==> config.mk <==
export PLATFORM = sky130hd
export DESIGN_NAME = instr_fetch_unit
export DESIGN_NICKNAME = d
export VERILOG_FILES = /design/src/rtl/instr_fetch_unit.sv
export SDC_FILE = /design/constraint.sdc
export NUM_CORES = 1
export LEC_CHECK = 0
export CELL_PAD_IN_SITES_DETAIL_PLACEMENT = 0
export CELL_PAD_IN_SITES_GLOBAL_PLACEMENT = 2
export CORE_MARGIN = 1.5
export CORE_UTILIZATION = 36
export CTS_CLUSTER_DIAMETER = 50
export CTS_CLUSTER_SIZE = 24
export DETAILED_ROUTE_END_ITERATION = 8
export PLACE_DENSITY = 0.84
export SKIP_CTS_REPAIR_TIMING = 1
export SLEW_MARGIN = 10
export SYNTH_ARGS = -nofsm -noshare
export SYNTH_HDL_FRONTEND = slang
export SYNTH_SLANG_ARGS = --single-unit
==> constraint.sdc <==
create_clock -name clk -period 3.13 [get_ports clk]
set_input_delay 0.7825 -clock clk [delete_from_list [all_inputs] [get_ports clk]]
set_output_delay 0.7825 -clock clk [all_outputs]
set_load 0.02 [all_outputs]
==> src/rtl/instr_fetch_unit.sv <==
// -----------------------------------------------------------------------------
// instr_fetch_unit
//
// Purpose:
//   Owns the fetch pointer and turns it into a stream of instructions for
//   decode. Word reads go to instruction memory over a valid/ready request
//   channel. Responses come back in order, one per accepted request. They are
//   buffered with their PCs in a small prefetch FIFO and handed to decode over
//   a valid/ready channel. A redirect flushes the FIFO, marks every in-flight
//   response as stale, and restarts fetch at the target.
//
// Ports:
//   clk             rising-edge clock
//   rst_n           asynchronous active-low reset
//   redirect_valid  one-cycle pulse: restart fetch at redirect_addr
//   redirect_addr   redirect target
//   mem_req_valid   read request valid
//   mem_req_ready   memory accepts request
//   mem_req_addr    request word address (the fetch pointer)
//   mem_rsp_valid   read data valid, in request order
//   mem_rsp_data    read data
//   inst_valid      instruction available to decode (FIFO non-empty)
//   inst_ready      decode accepts instruction
//   inst_data       instruction word at FIFO head (0 when empty)
//   inst_pc         address of inst_data (0 when empty)
//   fetch_fault     sticky misaligned-redirect flag
//
// Configuration:
//   INSTR_FETCH_ALIGN_CHECK_EN
//     Defined:   a redirect with redirect_addr[1:0] != 0 enters a terminal
//                FAULT state. No further requests are made, stale responses
//                are still absorbed, and fetch_fault stays high until reset.
//     Undefined: redirect_addr[1:0] is cleared before use, and fetch_fault
//                is constant 0.
// -----------------------------------------------------------------------------
module instr_fetch_unit #(
    parameter int                ADDR_W     = 32,
    parameter int                DATA_W     = 32,
    parameter int                FIFO_DEPTH = 4,
    parameter logic [ADDR_W-1:0] RESET_ADDR = '0
) (
    input  logic              clk,
    input  logic              rst_n,
    input  logic              redirect_valid,
    input  logic [ADDR_W-1:0] redirect_addr,
    output logic              mem_req_valid,
    input  logic              mem_req_ready,
    output logic [ADDR_W-1:0] mem_req_addr,
    input  logic              mem_rsp_valid,
    input  logic [DATA_W-1:0] mem_rsp_data,
    output logic              inst_valid,
    input  logic              inst_ready,
    output logic [DATA_W-1:0] inst_data,
    output logic [ADDR_W-1:0] inst_pc,
    output logic              fetch_fault
);

    localparam int PTR_W = $clog2(FIFO_DEPTH);
    localparam int CNT_W = PTR_W + 1;
    localparam int OCC_W = CNT_W + 1;

`ifdef INSTR_FETCH_ALIGN_CHECK_EN
    typedef enum logic [1:0] {
        ST_RUN   = 2'd0,
        ST_DRAIN = 2'd1,
        ST_FAULT = 2'd2
    } state_t;
`else
    typedef enum logic [1:0] {
        ST_RUN   = 2'd0,
        ST_DRAIN = 2'd1
    } state_t;
`endif

    // Sequential word address; wraps modulo 2^ADDR_W.
    function automatic logic [ADDR_W-1:0] next_word(input logic [ADDR_W-1:0] addr);
        return addr + ADDR_W'(4);
    endfunction

    state_t state;
    state_t state_next;

    // Held low through reset and for the first cycle after it, so no request
    // is presented while reset is asserted.
    logic              fetch_en;

    logic [ADDR_W-1:0] fetch_ptr;
    logic [ADDR_W-1:0] rsp_pc;
    logic [CNT_W-1:0]  fifo_count;
    logic [CNT_W-1:0]  outstanding;
    logic [CNT_W-1:0]  drop_cnt;
    logic [CNT_W-1:0]  drop_next;
    logic [PTR_W-1:0]  rd_idx;
    logic [PTR_W-1:0]  wr_idx;
    logic [OCC_W-1:0]  occupancy;

    logic [DATA_W-1:0] data_mem [FIFO_DEPTH];
    logic [ADDR_W-1:0] pc_mem   [FIFO_DEPTH];

    logic              in_fault;
    logic              redir_take;
    logic [ADDR_W-1:0] redir_target;
    logic              req_fire;
    logic              rsp_take;
    logic              rsp_push;
    logic              rsp_drop;
    logic              pop;

`ifdef INSTR_FETCH_ALIGN_CHECK_EN
    logic              fault_enter;
    assign in_fault    = (state == ST_FAULT);
    assign fault_enter = redir_take && (redirect_addr[1:0] != 2'b00);
`else
    assign in_fault    = 1'b0;
`endif

    // Once faulted, redirects are ignored entirely.
    assign redir_take   = redirect_valid && !in_fault;
    assign redir_target = redirect_addr & ~(ADDR_W'(3));

    assign req_fire = mem_req_valid && mem_req_ready;

    // A response with nothing outstanding is a protocol error and is ignored,
    // so the outstanding counter can never underflow.
    assign rsp_take = mem_rsp_valid && (outstanding != '0);

    // A response in a redirect cycle belongs to the old stream and is
    // discarded. Responses are also discarded while stale ones are draining
    // or after a fault.
    assign rsp_push = rsp_take && !redir_take && !in_fault && (drop_cnt == '0);
    assign rsp_drop = rsp_take && !redir_take && (drop_cnt != '0);

    // A pop in a redirect cycle is overridden by the flush.
    assign pop = inst_valid && inst_ready && !redir_take;

    // Buffered plus in-flight words never exceed FIFO_DEPTH, which is what
    // keeps pushes from overflowing the FIFO.
    assign occupancy = {1'b0, fifo_count} + {1'b0, outstanding};

    assign mem_req_addr = fetch_ptr;
    assign inst_valid   = (fifo_count != '0);
    assign inst_data    = inst_valid ? data_mem[rd_idx] : '0;
    assign inst_pc      = inst_valid ? pc_mem[rd_idx]   : '0;

    // Every response still in flight at a redirect is stale. The one
    // arriving in the redirect cycle is discarded on the spot, so it is
    // not counted again.
    always_comb begin
        drop_next = drop_cnt;
        if (redir_take) begin
            drop_next = outstanding - CNT_W'(rsp_take);
        end else if (rsp_drop) begin
            drop_next = drop_cnt - CNT_W'(1);
        end
    end

    // ---------------- FSM: state register ----------------
    always_ff @(posedge clk or negedge rst_n) begin
        if (!rst_n) begin
            state <= ST_RUN;
        end else begin
            state <= state_next;
        end
    end

    // ---------------- FSM: next state ----------------
    always_comb begin
        state_next = state;
        case (state)
            ST_RUN, ST_DRAIN: state_next = (drop_next != '0) ? ST_DRAIN : ST_RUN;
`ifdef INSTR_FETCH_ALIGN_CHECK_EN
            ST_FAULT:         state_next = ST_FAULT;
`endif
            default:          state_next = ST_RUN;
        endcase
`ifdef INSTR_FETCH_ALIGN_CHECK_EN
        if (fault_enter) begin
            state_next = ST_FAULT;
        end
`endif
    end

    // ---------------- FSM: outputs ----------------
    // The request is withdrawn combinationally in any redirect cycle, so the
    // old fetch pointer is never accepted alongside a redirect.
    always_comb begin
        mem_req_valid = fetch_en && !in_fault && !redirect_valid
                        && (occupancy < OCC_W'(FIFO_DEPTH));
        fetch_fault   = in_fault;
    end

    // ---------------- control registers ----------------
    always_ff @(posedge clk or negedge rst_n) begin
        if (!rst_n) begin
            fetch_en    <= 1'b0;
            fetch_ptr   <= RESET_ADDR;
            rsp_pc      <= RESET_ADDR;
            fifo_count  <= '0;
            rd_idx      <= '0;
            wr_idx      <= '0;
            outstanding <= '0;
            drop_cnt    <= '0;
        end else begin
            fetch_en    <= 1'b1;
            outstanding <= outstanding + CNT_W'(req_fire) - CNT_W'(rsp_take);
            drop_cnt    <= drop_next;
            if (redir_take) begin
                fetch_ptr  <= redir_target;
                rsp_pc     <= redir_target;
                fifo_count <= '0;
                rd_idx     <= '0;
                wr_idx     <= '0;
            end else begin
                if (req_fire) begin
                    fetch_ptr <= next_word(fetch_ptr);
                end
                if (rsp_push) begin
                    rsp_pc <= next_word(rsp_pc);
                    wr_idx <= wr_idx + PTR_W'(1);
                end
                if (pop) begin
                    rd_idx <= rd_idx + PTR_W'(1);
                end
                fifo_count <= fifo_count + CNT_W'(rsp_push) - CNT_W'(pop);
            end
        end
    end

    // ---------------- FIFO storage ----------------
    // No reset here: the FIFO contents are only visible while fifo_count
    // says they are valid.
    always_ff @(posedge clk) begin
        if (rsp_push) begin
            data_mem[wr_idx] <= mem_rsp_data;
            pc_mem[wr_idx]   <= rsp_pc;
        end
    end

endmodule
# Yosys cells after proc, flatten, opt, wreduce, memory -nomap -nowiden
# Memories as Yosys holds them, arrays and structs flattened.
# Cells that the tools add are included.
# classes
n_addsub,11
magnitude_cmp,1
muxes,15
reduce_logical,18
# ops
op,count
$mux W32,6
$add A32 B3 Y32 const B,2
$logic_and A1 B1 Y1,9
$mux W3,3
$reduce_bool A3 Y1,3
$sub A3 B1 Y3,3
$mux W2,4
$reduce_bool A2 Y1,4
$add A3 B1 Y3,2
$add A2 B1 Y2 const B,2
$add A3 B3 Y4,1
$lt A4 B3 Y1 const B,1
$logic_not A3 Y1,1
$sub A3 B1 Y3 const B,1
$mux W1,2
$logic_not A1 Y1,1
# word_totals
ff_bits,78
mem_bits_rw,256
inputBits,70
output_inout_bits,99
elab_cells,55
memories,2
# mem_list
name,depth,width,read_ports,rd_clocked_by_memory_dff,write_ports,line,rtl
data_mem,4,32,1,0,1,97,logic [DATA_W-1:0] data_mem [FIFO_DEPTH];
pc_mem,4,32,1,0,1,98,logic [ADDR_W-1:0] pc_mem [FIFO_DEPTH];

# Longest topological paths before layout
# Gate-level depths: netlist (run 1).
# depth
depth_word,7
depth_mapped,13
ltp_nobuf,13

# Worst setup path after synthesis (run 1)
# Ideal clock, no wire load.
# synth_timing
kind,input-to-reg
from,input port redirect_valid
to,"memory data_mem[1][0], enable pin"
setup_time_ns,0.427
arrival_time_ns,2.954
required_ns,2.703
setup_slack_ns,-0.251
cell_stages,4
path_buffers,2
path_cell_list,clkbuf_1 -> inv_2 -> clkbuf_1 -> and3_1
# synth_between
elab_chain_cells,5
# synth_lines
item,line,rtl
start: declaration,44,"input logic redirect_valid,"
$logic_not A1 Y1,130,assign rsp_push = rsp_take && !redir_take && !in_fault && (drop_cnt == '0);
$logic_and A1 B1 Y1 (2 in a row),130,
$mux W1,233,if (rsp_push) begin
$mux W1 (not written as such),234,data_mem[wr_idx] <= mem_rsp_data;
end: declaration,97,
# Every way passes these cells.

# Worst setup path in the final report (run 1)
# layout_timing
from,register rd_idx[0]
to,output port inst_data[22]
# layout_between
elab_chain_cells,2
# layout_lines
item,line,rtl
start: declaration,93,logic [PTR_W-1:0] rd_idx;
start signal: assignment,222,rd_idx <= rd_idx + PTR_W'(1);
$mem_v2 Z4 W32,n/a,
$mux W32,142,assign inst_data = inst_valid ? data_mem[rd_idx] : '0;
end: declaration,53,"output logic [DATA_W-1:0] inst_data,"
# Every way passes these cells.

==> results.cfg, run 1 <==
[power_and_ir_drop]
vdd_ir_drop_max_mv = 0.478
clkPwrFrac_pct = 28.9
p_leak_nw = 6.89
swShare_pct = 31.7
combPwrFrac_pct = 31.3
powerDensity_mw_per_mm2 = 743
power_frac_seq_pct = 39.9
p_int_mw = 8.83
switchingPower_mw = 4.10
p_total_mw = 12.9

[sta]
fmax_mhz = 330
setup_viol_count_final = 0
fin_crit_sh_pct = 96.9
period_needed_ns = 3.03
hold_viol_final = 0
maxSlewViolCount = 0
setup-tns-final_ns = 0
hold_ws_ns = 0.234
tightest_slew_ns = 0.869
layout_setup_ws_ns = 0.0980
slew_headroom_pct = 41.8
fin_worst_skew_ns = 0.0146

[final_layout]
nets = 1137
fillCellCount = 3237
mostFrequentLayoutCells = edfxtp_1, clkdlybuf4s50_1, and2_1, dfrtp_1, dlymetal6s2s_1
fin_area_mm2 = 0.0174
diodes = 0
drive_above_1_share_pct = 16.8
syn2layout_area_growth_pct = 27.8
mostFrequentLayoutCell = edfxtp_1

[synthesis]
syn_avg_cell_area_um2 = 15.8
synth-compound-area-share_pct = 3.82
synth_enable_flop_cells = 248
muxShareOfSynthArea_pct = 10.9
yosys_warnings = 0
ys_ff_latch = 322
ys.flop_type = edfxtp_1
synth-simple-area-share_pct = 10.5
synthesis.area_mm2 = 0.0136
synth-xor-area-share_pct = 2.70
async_flop_share_pct = 23.0
ys_seq_area_share_pct = 68.3
synth_fa_ha_area_share_pct = 1.77
synth_top_family_by_area = multiplexers
synth_cell_types = 49
synthCells = 859

[clock_network]
clock_sinks = 322
h-tree-depth = 1
path_clk_slew_ns = 0.07
cts_buffers = 31
clk_latency_ns = 0.57
cts_max_path_buffers = 3
cts_root_buf = clkbuf_16
cts_tree = built

[placed_design]
port_buffers = 161
dp_hpwl_mm = 19.8
dpl_cell_area_mm2 = 0.0161
gp_congestion = 0.804
pre_cts_ws_ns = 0.158

[die]
die_h_um = 197
fp.dieW_um = 197
rows = 71
start_util_pct = 36.4
pin_count = 169
coreArea_mm2 = 0.0374
die_area_mm2 = 0.0390

[drt]
via_count = 7995
dr.pass1.iters = 5
ant_nets = 0
drt_iter0_drc = 400
avgRoutedWirePerCell_um = 19.4
wl_mm = 30.8
post-route-drc-count = 0
via_per_inst = 5.04

[setup_path]
critical_path_buf_inv_count = 3
cp-start-kind = flip-flop
r2r-start = outstanding[2]
end_kind = output port
startpoint = rd_idx[0]
critical_path_class = reg2out
crit_slowest_cell = dfrtp_4
cp_cell_sequence = buf_16 -> buf_4 -> mux4_2 -> and2_1 -> dlymetal6s2s_1
cp.arrival_ns = 2.25
critPathMaxStageDelay_ns = 0.49
required_ns = 2.35
cp_max_fo = 18
crit_family = buffers and inverters

[global_routing]
antenna_found_initial = 0
grt.total_usage_pct = 15.8
grt.overflow.total = 0
grt_max_degree = 75
grt_pass1_wl_mm = 47.3
grt_pass1_vias = 8226

[min_path]
worst_hold_path_type = in2async

[run_status]
status = finished clean

[job]
maxCapViolations = 0
[final timing paths]
path / slack (ns) / cells past startpoint / endpoint
max in group asynchronous: 2.50 / 2 / rd_idx[0]
worst max-delay path: 0.1 / 5 / inst_data[22]
worst min register to register: 0.54 / 0 / pc_mem[1][30]
worst min-delay path: 0.23 / 2 / mem_req_addr[21]
min in group clk: 0.54 / 0 / pc_mem[1][30]
worst max register to register: 0.38 / 10 / outstanding[2]
[state kept, by name, indices dropped and copies added (netlist names)]
signal	cells
wr_idx	2
pc_mem	120
rd_idx	2
fifo_count	3
outstanding	3
fetch_en	1
rsp_pc	30
drop_cnt	3
data_mem	128
mem_req_addr	30
[cells by family (layout without fill, tap and decap cells)]
logic type / count (synthesis) / count (layout)
DFF: 322 / 322
and+or+nand+nor: 261 / 261
AOI/OAI and AO/OA: 80 / 80
muxes: 70 / 70
buffers and inverters: 64 / 275
xor gates and xnor gates: 42 / 42
adders and majority gates: 18 / 18
other: 2 / 6
[power groups by stage]
stage                     logic [mW]  registers [mW]  clock network (mW)
after floorplan                 2.32            5.20                   0
after global placement          4.08            5.22                   0
after CTS                       4.11            5.15                3.83
final                           4.04            5.15                3.73
after detailed placement        4.10            5.24                   0
after global routing            4.40            5.19                3.98
[through the flow]
| step | utilization (%) | cells |
|---|---|---|
| 6_report | 46.5 | 1585 |
| 5_1_grt | 46.5 | 1585 |
| 4_1_cts | 45.8 | 1575 |
| 3_5_place_dp | 43.0 | 1517 |
| 3_3_place_gp | 43.0 | 1517 |
| 2_1_floorplan | - | 863 |
[cell usage after synthesis (all sizes together), types with 12 or more instances]
cell type,number,area [um2]
inv,17,63.8
o21ai,34,170
nand3,40,205
clkbuf,33,124
dfrtp,74,1850
nor2,24,90.1
xor2,24,210
mux4,62,1400
xnor2,18,158
ha,16,200
buf,14,78.8
and2,72,450
nand2,55,206
and3,12,75.1
nand4,23,144
edfxtp,248,7450
[layout make-up]
class | count | area [um2] | area share (%)
Inverter | 17 | 63.8 | 0.367
Tap cell | 511 | 639 | 3.68
Clock buffer | 32 | 779 | 4.48
Multi-Input combinational cell | 477 | 4070 | 23.4
Timing Repair Buffer | 200 | 2270 | 13.1
Clock inverter | 26 | 268 | 1.54
Sequential cell | 322 | 9300 | 53.5
[worst reg2reg max path, delay by kind of cell, from the launching register on]
kind | cells | cell delay (ns)
XOR/XNOR | 2 | 0.26
adder cells (fa/ha/maj) | 4 | 1.10
buffers and inverters | 2 | 0.11
flip-flops | 1 | 0.44
AND/OR/NAND/NOR | 2 | 0.71
[layer usage]
| layer | GRT usage, % | wire (um) | vias to the layer above |
|---|---|---|---|
| met5 | 0 | 0 | - |
| li1 | - | - | 3682 |
| met2 | 26.0 | 14600 | 241 |
| met3 | 2.51 | 1800 | 43 |
| met4 | 3.96 | 612 | 0 |
| met1 | 21.9 | 13800 | 4029 |
Power figures use the tool's default switching activity.
==> run 2: changes to the inputs <==
CELL_PAD_IN_SITES_DETAIL_PLACEMENT = not set   (was 0)
CELL_PAD_IN_SITES_GLOBAL_PLACEMENT = not set   (was 2)
CORE_ASPECT_RATIO = 0.6   (was not set)
CORE_UTILIZATION = 50   (was 36)
PLACE_DENSITY = 0.85   (was 0.84)
==> results.cfg, run 2 (synthesized netlist as in run 1, its figures left out) <==
[run_status]
status = finished clean

[setup_path]
crit_slowest_cell = mux4_2
cp_cell_sequence = buf_4 -> buf_4 -> mux4_2 -> and2_1 -> dlymetal6s2s_1
cp_max_fo = 6
cp-start-kind = flip-flop
crit_family = buffers and inverters
required_ns = 2.35
critPathMaxStageDelay_ns = 0.54
critical_path_class = reg2out
end_kind = output port
critical_path_buf_inv_count = 3
cp.arrival_ns = 2.25
path_common_cell = buf_4

[power_and_ir_drop]
clkPwrFrac_pct = 23.7
switchingPower_mw = 3.87
p_int_mw = 8.24
swShare_pct = 32.0
p_leak_nw = 6.70
powerDensity_mw_per_mm2 = 719
power_frac_seq_pct = 42.4
combPwrFrac_pct = 33.9
vdd_ir_drop_max_mv = 0.862
p_total_mw = 12.1

[min_path]
worst_hold_path_type = in2async

[placed_design]
port_buffers = 161
gp_congestion = 0.928
pre_cts_ws_ns = 0.160
dp_hpwl_mm = 19.9

[clock_network]
clock_sinks = 322
cts_max_path_buffers = 3
h-tree-depth = 1
path_clk_slew_ns = 0.09
cts_root_buf = clkbuf_16
cts_tree = built
clk_latency_ns = 0.53
cts_buffers = 21

[sta]
fin_crit_sh_pct = 97.0
hold_ws_ns = 0.256
setup_viol_count_final = 0
rsz0062_at_grt = no
slew_headroom_pct = 36.4
tightest_slew_ns = 0.951
maxSlewViolCount = 0
layout_setup_ws_ns = 0.0945
fin_worst_skew_ns = 0.0306
hold_viol_final = 0
period_needed_ns = 3.04
fmax_mhz = 329

[die]
fp.dieW_um = 216
coreArea_mm2 = 0.0266
rows = 46
die_h_um = 131
pin_count = 169
die_area_mm2 = 0.0283
start_util_pct = 51.2

[drt]
drt_iter0_drc = 854
wl_mm = 30.1
via_count = 8175
via_per_inst = 5.78
post-route-drc-count = 0
avgRoutedWirePerCell_um = 21.3
dr.pass1.iters = 6
ant_nets = 0

[global_routing]
antenna_found_initial = 1
grt_pass1_vias = 8010
grt.overflow.total = 0
grt.total_usage_pct = 21.2
grt_pass1_wl_mm = 45.8
grt_max_degree = 75

[final_layout]
diodes = 0
largest_reg_flops = 128
biggestRegsByFlops = data_mem: 128 flops, pc_mem: 120 flops
drive_above_1_share_pct = 14.9
mostFrequentLayoutCells = edfxtp_1, clkdlybuf4s50_1, and2_1, dfrtp_1, dlymetal6s2s_1
largest_register = data_mem
nets = 1127
syn2layout_area_growth_pct = 23.7
mostFrequentLayoutCell = edfxtp_1

[job]
maxCapViolations = 0
## run 2: cell count changes in the layout (fill, tap and decap cells not counted), sizes merged
cell,previous run,this run
inv,26,22
clkinvlp,2,0
buf,40,41
clkbuf,33,27
clkinv,15,6
## run 2: final timing paths
kind,endpoint,cells past startpoint,slack (ns),from
setup / recovery,inst_pc[18],5,0.09,rd_idx[0]
hold / removal,mem_req_addr[2],2,0.26,rst_n
setup reg to reg,outstanding[2],10,0.40,outstanding[2]
hold reg to reg,pc_mem[2][30],0,0.57,rsp_pc[30]
max in group asynchronous,rsp_pc[25],2,2.49,rst_n
min in group clk,pc_mem[2][30],0,0.57,rsp_pc[30]
## run 2: power by group through the flow
stage	Combinational, mW	Clock, mW	Sequential (mW)
after floorplan	2.32	0	5.20
final	4.10	2.87	5.14
after global routing	4.41	3.08	5.17
after detailed placement	4.11	0	5.27
after CTS	4.13	2.93	5.18
after global placement	4.05	0	5.25
## run 2: area by class of cell
class,instances,area [um2]
inverters,17,63.8
fillers,1887,9760
well taps,360,450
clock buffers,27,558
clock inverters,11,150
flip-flops and latches,322,9300
repair buffers,200,2240
multi-input cells,477,4070
## run 2: per-layer routing
metal	up-vias	global-route usage, %	part of all wire [%]
met4	2	3.84	1.1
met2	338	32.4	46
met3	35	3.84	7.9
met5	-	0	0.046
li1	3653	-	-
met1	4147	32.3	45
## run 2: stage by stage
stage,TNS [ns],cells,utilization [%],cell area [um2]
4_1_cts,-19.25,1408,62.5,16600
6_report,0,1414,63.3,16800
5_1_grt,0,1414,63.3,16800
2_1_floorplan,0,863,-,13600
3_5_place_dp,0,1370,59.8,15900
3_3_place_gp,0,1370,59.8,15900
